==> config.mk <==
export PLATFORM = sky130hd
export DESIGN_NAME = multicycle_control
export DESIGN_NICKNAME = d
export VERILOG_FILES = /design/src/rtl/multicycle_control_pkg.sv /design/src/rtl/mc_output_decode.sv /design/src/rtl/multicycle_control.sv
export SDC_FILE = /design/constraint.sdc
export NUM_CORES = 1
export LEC_CHECK = 0
export ABC_AREA = 1
export BUFFER_PORTS_ARGS = -buffer_cell sky130_fd_sc_hd__buf_2
export CAP_MARGIN = 20
export CORE_MARGIN = 2
export CORE_UTILIZATION = 35
export CTS_BUF_LIST = sky130_fd_sc_hd__clkbuf_8
export DETAILED_ROUTE_END_ITERATION = 6
export SYNTH_ARGS = -nofsm -noshare
export SYNTH_HDL_FRONTEND = slang
export SYNTH_SLANG_ARGS = --single-unit
export TNS_END_PERCENT = 10
==> constraint.sdc <==
create_clock -name clk -period 1.2 [get_ports clk]
set_input_delay 0.18 -clock clk [delete_from_list [all_inputs] [get_ports clk]]
set_output_delay 0.18 -clock clk [all_outputs]
set_load 0.05 [all_outputs]
==> src/rtl/multicycle_control_pkg.sv <==
// Shared definitions for the multicycle MIPS controller: opcodes, state codes,
// datapath select codes and the control word driven by the output decoder.
package multicycle_control_pkg;

  localparam logic [5:0] OP_RTYPE = 6'b000000;
  localparam logic [5:0] OP_J     = 6'b000010;
  localparam logic [5:0] OP_BEQ   = 6'b000100;
  localparam logic [5:0] OP_ADDI  = 6'b001000;
  localparam logic [5:0] OP_LW    = 6'b100011;
  localparam logic [5:0] OP_SW    = 6'b101011;

  localparam logic [1:0] ALUOP_ADD   = 2'b00;
  localparam logic [1:0] ALUOP_SUB   = 2'b01;
  localparam logic [1:0] ALUOP_FUNCT = 2'b10;

  localparam logic [1:0] SRCB_REGB    = 2'b00;
  localparam logic [1:0] SRCB_FOUR    = 2'b01;
  localparam logic [1:0] SRCB_IMM     = 2'b10;
  localparam logic [1:0] SRCB_IMM_SH2 = 2'b11;

  localparam logic [1:0] PCSRC_ALU    = 2'b00;
  localparam logic [1:0] PCSRC_ALUOUT = 2'b01;
  localparam logic [1:0] PCSRC_JUMP   = 2'b10;

  typedef enum logic [3:0] {
    S_IDLE      = 4'd0,
    S_FETCH     = 4'd1,
    S_DECODE    = 4'd2,
    S_MEM_ADDR  = 4'd3,
    S_MEM_RD    = 4'd4,
    S_MEM_WB    = 4'd5,
    S_MEM_WR    = 4'd6,
    S_R_EXEC    = 4'd7,
    S_R_WB      = 4'd8,
    S_ADDI_EXEC = 4'd9,
    S_ADDI_WB   = 4'd10,
    S_BRANCH    = 4'd11,
    S_JUMP      = 4'd12,
    S_HALT      = 4'd13
  } state_t;

  typedef struct packed {
    logic       pc_write;
    logic       pc_write_cond;
    logic       ior_d;
    logic       mem_read;
    logic       mem_write;
    logic       ir_write;
    logic       reg_dst;
    logic       mem_to_reg;
    logic       reg_write;
    logic       alu_src_a;
    logic [1:0] alu_src_b;
    logic [1:0] pc_source;
    logic [1:0] alu_op;
    logic       illegal;
  } ctrl_t;

  // Instruction class selected at the end of DECODE; unknown opcodes trap to HALT.
  function automatic state_t decode_opcode(input logic [5:0] op, input logic support_j);
    state_t s;
    case (op)
      OP_LW, OP_SW: s = S_MEM_ADDR;
      OP_RTYPE:     s = S_R_EXEC;
      OP_ADDI:      s = S_ADDI_EXEC;
      OP_BEQ:       s = S_BRANCH;
      OP_J:         s = support_j ? S_JUMP : S_HALT;
      default:      s = S_HALT;
    endcase
    return s;
  endfunction

endpackage

==> src/rtl/mc_output_decode.sv <==
// Combinational control-word decode for the multicycle controller; FETCH
// strobes are Mealy-gated by memory readiness.
module mc_output_decode
  import multicycle_control_pkg::*;
(
  input  state_t     i_state,
  input  logic       i_mem_ready,
  input  logic [5:0] i_opcode,
  output ctrl_t      o_ctrl,
  output logic       o_mem_store
);

  always_comb begin
    o_ctrl = '0;
    case (i_state)
      S_FETCH: begin
        o_ctrl.mem_read  = 1'b1;
        o_ctrl.alu_src_b = SRCB_FOUR;
        o_ctrl.alu_op    = ALUOP_ADD;
        o_ctrl.pc_source = PCSRC_ALU;
        o_ctrl.ir_write  = i_mem_ready;
        o_ctrl.pc_write  = i_mem_ready;
      end
      S_DECODE: begin
        o_ctrl.alu_src_b = SRCB_IMM_SH2;
        o_ctrl.alu_op    = ALUOP_ADD;
      end
      S_MEM_ADDR, S_ADDI_EXEC: begin
        o_ctrl.alu_src_a = 1'b1;
        o_ctrl.alu_src_b = SRCB_IMM;
        o_ctrl.alu_op    = ALUOP_ADD;
      end
      S_MEM_RD: begin
        o_ctrl.mem_read = 1'b1;
        o_ctrl.ior_d    = 1'b1;
      end
      S_MEM_WB: begin
        o_ctrl.reg_write  = 1'b1;
        o_ctrl.mem_to_reg = 1'b1;
      end
      S_MEM_WR: begin
        o_ctrl.mem_write = 1'b1;
        o_ctrl.ior_d     = 1'b1;
      end
      S_R_EXEC: begin
        o_ctrl.alu_src_a = 1'b1;
        o_ctrl.alu_src_b = SRCB_REGB;
        o_ctrl.alu_op    = ALUOP_FUNCT;
      end
      S_R_WB: begin
        o_ctrl.reg_write = 1'b1;
        o_ctrl.reg_dst   = 1'b1;
      end
      S_ADDI_WB: o_ctrl.reg_write = 1'b1;
      S_BRANCH: begin
        o_ctrl.alu_src_a     = 1'b1;
        o_ctrl.alu_src_b     = SRCB_REGB;
        o_ctrl.alu_op        = ALUOP_SUB;
        o_ctrl.pc_write_cond = 1'b1;
        o_ctrl.pc_source     = PCSRC_ALUOUT;
      end
      S_JUMP: begin
        o_ctrl.pc_write  = 1'b1;
        o_ctrl.pc_source = PCSRC_JUMP;
      end
      S_HALT: o_ctrl.illegal = 1'b1;
      default: o_ctrl = '0;
    endcase
  end

  // MEM_ADDR picks read or write from the opcode captured in DECODE.
  assign o_mem_store = (i_opcode == OP_SW);

endmodule

==> src/rtl/multicycle_control.sv <==
// Multicycle MIPS controller: state register and next-state logic, with the
// control word produced by mc_output_decode.
module multicycle_control
  import multicycle_control_pkg::*;
#(
  parameter int SUPPORT_J = 1
) (
  input  logic       clk,
  input  logic       rst_n,
  input  logic [5:0] opcode,
  input  logic       mem_ready,
  output logic       pcWrite,
  output logic       pcWriteCond,
  output logic       iorD,
  output logic       memRead,
  output logic       memWrite,
  output logic       irWrite,
  output logic       regDst,
  output logic       memToReg,
  output logic       regWrite,
  output logic       aluSrcA,
  output logic [1:0] aluSrcB,
  output logic [1:0] pcSource,
  output logic [1:0] aluOp,
  output logic [3:0] state_o,
  output logic       illegal_op
);

  state_t     r_state;
  state_t     w_next;
  logic [5:0] r_opcode;
  ctrl_t      w_ctrl;
  logic       w_mem_store;

  // Reset drops the state to IDLE immediately, so every strobe clears without a clock.
  always_ff @(posedge clk or negedge rst_n) begin
    if (!rst_n) begin
      r_state  <= S_IDLE;
      r_opcode <= '0;
    end else begin
      r_state <= w_next;
      if (r_state == S_DECODE) r_opcode <= opcode;
    end
  end

  always_comb begin
    w_next = r_state;
    case (r_state)
      S_IDLE:      w_next = S_FETCH;
      S_FETCH:     w_next = mem_ready ? S_DECODE : S_FETCH;
      S_DECODE:    w_next = decode_opcode(opcode, SUPPORT_J != 0);
      S_MEM_ADDR:  w_next = w_mem_store ? S_MEM_WR : S_MEM_RD;
      S_MEM_RD:    w_next = mem_ready ? S_MEM_WB : S_MEM_RD;
      S_MEM_WB:    w_next = S_FETCH;
      S_MEM_WR:    w_next = mem_ready ? S_FETCH : S_MEM_WR;
      S_R_EXEC:    w_next = S_R_WB;
      S_R_WB:      w_next = S_FETCH;
      S_ADDI_EXEC: w_next = S_ADDI_WB;
      S_ADDI_WB:   w_next = S_FETCH;
      S_BRANCH:    w_next = S_FETCH;
      S_JUMP:      w_next = S_FETCH;
      S_HALT:      w_next = S_HALT;
      default:     w_next = S_IDLE;
    endcase
  end

  mc_output_decode u_decode (
    .i_state     (r_state),
    .i_mem_ready (mem_ready),
    .i_opcode    (r_opcode),
    .o_ctrl      (w_ctrl),
    .o_mem_store (w_mem_store)
  );

  assign pcWrite     = w_ctrl.pc_write;
  assign pcWriteCond = w_ctrl.pc_write_cond;
  assign iorD        = w_ctrl.ior_d;
  assign memRead     = w_ctrl.mem_read;
  assign memWrite    = w_ctrl.mem_write;
  assign irWrite     = w_ctrl.ir_write;
  assign regDst      = w_ctrl.reg_dst;
  assign memToReg    = w_ctrl.mem_to_reg;
  assign regWrite    = w_ctrl.reg_write;
  assign aluSrcA     = w_ctrl.alu_src_a;
  assign aluSrcB     = w_ctrl.alu_src_b;
  assign pcSource    = w_ctrl.pc_source;
  assign aluOp       = w_ctrl.alu_op;
  assign illegal_op  = w_ctrl.illegal;
  assign state_o     = r_state;

endmodule

==> results of run 1 <==
[power breakdown]
group	internal [W]	total, W	leakage (nW)	switching, W
combinational	0.00119	0.00288	0.693	0.00170
clock	0.000223	0.000350	0.0269	0.000126
sequential	0.000508	0.000659	0.120	0.000151
total	0.00192	0.00389	0.839	0.00197
[worst paths after layout]
| kind | startpoint | to | slack [ps] | depth (start not counted) |
|---|---|---|---|---|
| worst max register to register | state_o[2]$_DFF_PN0_ | r_opcode[3]$_DFFE_PN0P_ | -190 | 9 |
| worst min-delay path | opcode[1] | r_opcode[1]$_DFFE_PN0P_ | 190 | 3 |
| max in group asynchronous | rst_n | state_o[0]$_DFF_PN0_ | 650 | 2 |
| worst max-delay path | state_o[0]$_DFF_PN0_ | pcSource[0] | -370 | 6 |
| min in group asynchronous | rst_n | r_opcode[1]$_DFFE_PN0P_ | 350 | 2 |
| worst min register to register | r_opcode[0]$_DFFE_PN0P_ | r_opcode[0]$_DFFE_PN0P_ | 480 | 2 |
[area by class of cell]
class / instances / area (um^2)
multi-input cells: 87 / 515
fillers: 173 / 636
clock inverters: 1 / 3.75
well taps: 28 / 35.0
inverters: 27 / 111
clock buffers: 3 / 41.3
flip-flops and latches: 10 / 258
repair buffers: 59 / 548
[timing repair]
| item | CTS | global route |
|---|---|---|
| resized for setup | 56 | 31 |
| endpoints found under the hold margin | 10 | 0 |
| setup endpoints to repair | 29 | 31 |
| pin swaps | 3 | 9 |
| hold buffers | 1 | 0 |
| buffers inserted | 3 | 4 |
[sequential cells by signal, summed over array words and instances (netlist names)]
name,count
state_o,4
r_opcode,6
[worst register-to-register path: cells and delay by family (launching register included)]
family | cells | cell delay [ps]
compound gates | 1 | 40
simple gates | 3 | 300
buf+inv | 5 | 470
flops | 1 | 450
[layer usage]
layer	global-route usage, %	wire, um	up-vias
li1	-	-	500
met1	23.8	1090	434
met2	39.0	1420	22
met3	2.05	57	7
met4	12.2	66	0
met5	0	0	-
[kinds of logic (layout without fill, tap and decap cells)]
family                 Yosys count  in the layout  synth area share [%]
buffers and inverters           30             90                  16.5
AO/OA/AOI/OAI                   10             10                  8.88
flip-flops                      10             10                  32.3
AND/OR/NAND/NOR                 77             77                  42.3
[placed cells by master (no fill, tap or decap), types with 2 or more instances in the layout]
| cell | n |
|---|---|
| dfrtp_2 | 3 |
| buf_8 | 6 |
| nand3_1 | 9 |
| o21ai_2 | 7 |
| inv_2 | 11 |
| nand2_4 | 2 |
| nor2_2 | 3 |
| nor2_1 | 9 |
| clkinvlp_4 | 2 |
| clkbuf_8 | 3 |
| buf_4 | 24 |
| buf_6 | 18 |
| nand2_2 | 12 |
| nand4_1 | 3 |
| inv_1 | 14 |
| buf_2 | 9 |
| dfrtp_1 | 6 |
| nor2_4 | 8 |
| nand2_1 | 29 |
[through the flow]
| stage | util [%] | area (um^2) | power (W) | cells | hold WS, ps |
|---|---|---|---|---|---|
| after floorplan | - | 851 | 0.00210 | 127 | -116 |
| after global placement | 53.8 | 1150 | 0.00275 | 203 | 43.0 |
| after detailed placement | 53.8 | 1150 | 0.00278 | 203 | 47.2 |
| after CTS | 64.8 | 1390 | 0.00356 | 211 | 188 |
| after global routing | 70.4 | 1510 | 0.00409 | 215 | 211 |
| final | 70.4 | 1510 | 0.00389 | 215 | 192 |
==> out/metrics.csv, run 1 <==
metric;value;unit
Synth Cell Area;774;um^2
Tightest Pin Transition;274;ps
Die Height;51.0;um
layout overhead on the synthesized area;95.3;%
top-area cell type share of the netlist area;32.3;%
Post-synth top cells;42 x nand2_1, 25 x inv_1, 18 x nor2_1;
Mean Syn Cell Area;6.10;um^2
Pleak;0.839;nW
fin crit share;131;%
EDFF count, synth;0;
Final TNS setup;-6920;ps
Main synth FF type;dfrtp_1;
placed wire-length estimate;1830;um
I/O pins;30;
clock net sink count;10;
Initial Utilization;36.1;%
# port buffers;29;
kind of critical path;reg2out;
Fin Clk Skew;8.13;ps
Via density;4.48;
CTS clk-pin slew, worst paths;50;ps
largest delay contributor family on the critical path;flip-flops;
Critical Path End Type;output pin;
Via Count;963;
sequential share of the synthesized area;32.3;%
Routed Antenna Nets;0;
Final WS setup;-374;ps
outcome;finished with violations;
clk root buf;clkbuf_8;
antenna violations before repair;0;
nets@finish;197;
top post-synthesis cells by area;dfrtp_1 32%, nand2_1 20%, inv_1 12%;
routed len/inst;12.2;um
first-pass GRT wire length;4040;um
Post-synth ARST share;100;%
Yosys reg bits;10;
PD cells;2570;nW/um^2
CP peak stage delay;510;ps
crit-path most repeated cell;nand2_4;
Cells after Synth;127;
# setup viols final;28;
Yosys cell types;15;
final RePlAce weighted congestion;0.898;
critical path's slowest cell;dfrtp_4;
Critical Path AT;1390;ps
drt pass-1 iters;4;
HP Class;in2reg;
CP Cell Sequence;buf_6 > nand2_4 > inv_4 > nand2_4 > clkinvlp_4 > buf_8;
Hold Fails Final Rpt;0;
most frequent cell after synthesis;nand2_1;
CTS Buf Count;3;
Inserted Diodes;0;
crit start category;flip-flop;
TritonCTS clock tree;done;
Clk Latency, worst-skew pair;240;ps
worst slack, placed;-222;ps
GRT overflow;0;
Rows;17;
core area;2150;um^2
Peak Freq;0.635;GHz
Die Wd;51.0;um
number of remaining DRC errors;0;
routed wire length;2630;um
largest net degree at the start of global routing;11;
dominant cell type by area after synthesis;dfrtp_1;
maxcap violations;0;
CP bufs+invs;4;
Max VDD drop;1770;uV
vias in the first global route;940;
post-synth net total;136;
total track usage;21.3;%
worst-case clock buffer depth;2;
total of warnings raised by yosys;0;
DRT iter0 DRCs;12;
failing checks;negative setup slack;
RSZ-0062 raised after global routing;true;
Critical Path RT;1020;ps
fin crit period;1570;ps
Die Footprint;2610;um^2
layout cells sized above 1;60.4;%
worst-path maximum fanout;4;
max-slew violation count;0;
worst relative slew slack;81.7;%
number of H-tree levels;1;
Power figures use the tool's default switching activity.
==> run 2, diff against run 1 <==
--- a/config.mk
+++ b/config.mk
@@ -5,7 +5,6 @@
 export SDC_FILE = /design/constraint.sdc
 export NUM_CORES = 1
 export LEC_CHECK = 0
-export ABC_AREA = 1
 export BUFFER_PORTS_ARGS = -buffer_cell sky130_fd_sc_hd__buf_2
 export CAP_MARGIN = 20
 export CORE_MARGIN = 2
@@ -14,5 +13,6 @@
 export DETAILED_ROUTE_END_ITERATION = 6
 export SYNTH_ARGS = -nofsm -noshare
 export SYNTH_HDL_FRONTEND = slang
+export SYNTH_HIERARCHICAL = 1
 export SYNTH_SLANG_ARGS = --single-unit
 export TNS_END_PERCENT = 10
==> out/metrics.csv, run 2 <==
metric;value;unit
worst-path maximum fanout;13;
Pleak;0.662;nW
Via density;5.29;
top post-synthesis cells by area;dfrtp_1 30%, mux2_2 9.5%, nand2b_4 5.0%;
worst relative slew slack;82.2;%
vias in the first global route;910;
kind of critical path;reg2out;
Post-synth ARST share;100;%
# setup viols final;28;
Rows;17;
Die Footprint;2780;um^2
antenna violations before repair;0;
final cell count without fillers;171;
PD cells;3270;nW/um^2
Post-synth top cells;10 x dfrtp_1, 9 x nor2_1, 7 x mux2_2;
CTS clk-pin slew, worst paths;50;ps
Critical Path End Type;output pin;
Inserted Diodes;0;
outcome;finished with violations;
final RePlAce weighted congestion;0.860;
TritonCTS clock tree;done;
total of warnings raised by yosys;6;
sequential share of the synthesized area;30.1;%
Max VDD drop;2290;uV
fin crit period;1530;ps
CTS Buf Count;3;
most frequent cells in the layout;26 x buf_4, 23 x buf_6, 8 x buf_2, 6 x mux2_2, 6 x dfrtp_1;
RSZ-0062 raised after global routing;true;
dominant cell type by area after synthesis;dfrtp_1;
core area;2230;um^2
I/O pins;30;
drt pass-1 iters;4;
nets@finish;153;
EDFF count, synth;0;
max-slew violation count;0;
first-pass GRT wire length;3920;um
Final WS setup;-334;ps
Cells after Synth;86;
number of remaining DRC errors;0;
area post-placement;1220;um^2
HP Class;in2reg;
clock net sink count;10;
worst-case clock buffer depth;2;
Cells after DPL;158;
largest net degree at the start of global routing;17;
Main synth FF type;dfrtp_1;
Critical Path RT;1020;ps
Synth Cell Area;831;um^2
number of H-tree levels;1;
Mean Syn Cell Area;9.66;um^2
Via Count;905;
Hold Fails Final Rpt;0;
layout overhead on the synthesized area;85.8;%
cell area after layout;1540;um^2
routed wire length;2410;um
Peak Freq;0.652;GHz
r2r setup slk;-280;ps
fin crit share;128;%
routed len/inst;14.1;um
GRT overflow;0;
DRT iter0 DRCs;8;
maxcap violations;0;
leading cell type in the layout, fill and taps excluded;buf_4;
most frequent cell after synthesis;dfrtp_1;
total track usage;19.1;%
failing checks;negative setup slack;
crit start category;flip-flop;
Tightest Pin Transition;263;ps
top-area cell type share of the netlist area;30.1;%
Largest Register;r_opcode;
FILL cells;186;
Clk Latency, worst-skew pair;240;ps
Fin Clk Skew;7.31;ps
max FFs per register;6;
Yosys cell types;39;
layout cells sized above 1;71.3;%
placed wire-length estimate;1770;um
Critical Path AT;1350;ps
Routed Antenna Nets;0;
clk root buf;clkbuf_8;
post-synth net total;95;
Die Wd;52.7;um
Yosys reg bits;10;
Initial Utilization;37.2;%
# port buffers;29;
Die Height;52.7;um
==> run 2: layer usage <==
layer	global-route usage [%]	vias to the layer above	routed length (um)	part of all wire, %
li1	-	435	-	-
met1	21.0	450	959	40
met2	35.8	18	1370	57
met3	4.00	2	67	2.8
met4	6.41	0	10	0.42
met5	0	-	0	0
==> run 2: path summary, 6_finish.rpt <==
check / start / endpoint / cells after the start
setup / recovery: state_o[2]$_DFF_PN0_ / regWrite / 3
hold / removal: opcode[2] / r_opcode[2]$_DFFE_PN0P_ / 2
setup reg to reg: state_o[2]$_DFF_PN0_ / state_o[3]$_DFF_PN0_ / 4
hold reg to reg: r_opcode[3]$_DFFE_PN0P_ / r_opcode[3]$_DFFE_PN0P_ / 1
max in group asynchronous: rst_n / state_o[1]$_DFF_PN0_ / 2
min in group asynchronous: rst_n / r_opcode[0]$_DFFE_PN0P_ / 2
==> run 2: timing repair <==
item,CTS,global route
endpoints found under the hold margin,10,0
buffers inserted,6,2
setup endpoints to repair,31,30
gates resized for setup,47,14
hold buffers,1,0
pin swaps,3,4
==> run 2: logic make-up after synthesis <==
family | share of synthesized area (%)
AO/OA/AOI/OAI | 13.9
XOR/XNOR | 2.11
buffers and inverters | 7.23
flip-flops | 30.1
multiplexers | 9.49
AND/OR/NAND/NOR | 37.2
==> run 2: metrics by stage <==
step | total power (W) | worst slack, ps | TNS, ps | hold slack [ps] | utilization, %
finish | 0.00505 | -334 | -6930 | 291 | 69.1
global route | 0.00531 | -362 | -8060 | 288 | 69.1
CTS | 0.00490 | -343 | -6950 | 282 | 66.4
detailed placement | 0.00385 | -208 | -3930 | 52.8 | 54.6
global placement | 0.00379 | -172 | -3220 | 51.1 | 54.6
floorplan | 0.00304 | -524 | -10660 | -116 | -
==> run 2: power by group <==
part	total [W]	switching, W	internal (W)	leakage, nW
registers	0.000706	0.000179	0.000527	0.117
logic	0.00393	0.00215	0.00178	0.516
clock network	0.000420	0.000132	0.000288	0.0288
==> run 2: worst max-delay path: stages, from the launching register on <==
cell      delay (ps)
dfrtp_4          560
nand2b_4         210
o22ai_2          170
buf_6            180
==> run 2: area by class of cell <==
type	count	area, um^2	area share [%]
multi-input combinational	67	638	41.3
timing repair buffer	61	554	35.9
sequential	10	258	16.7
clock buffer	4	55.1	3.57
tap	28	35.0	2.27
inverter	1	3.75	0.243
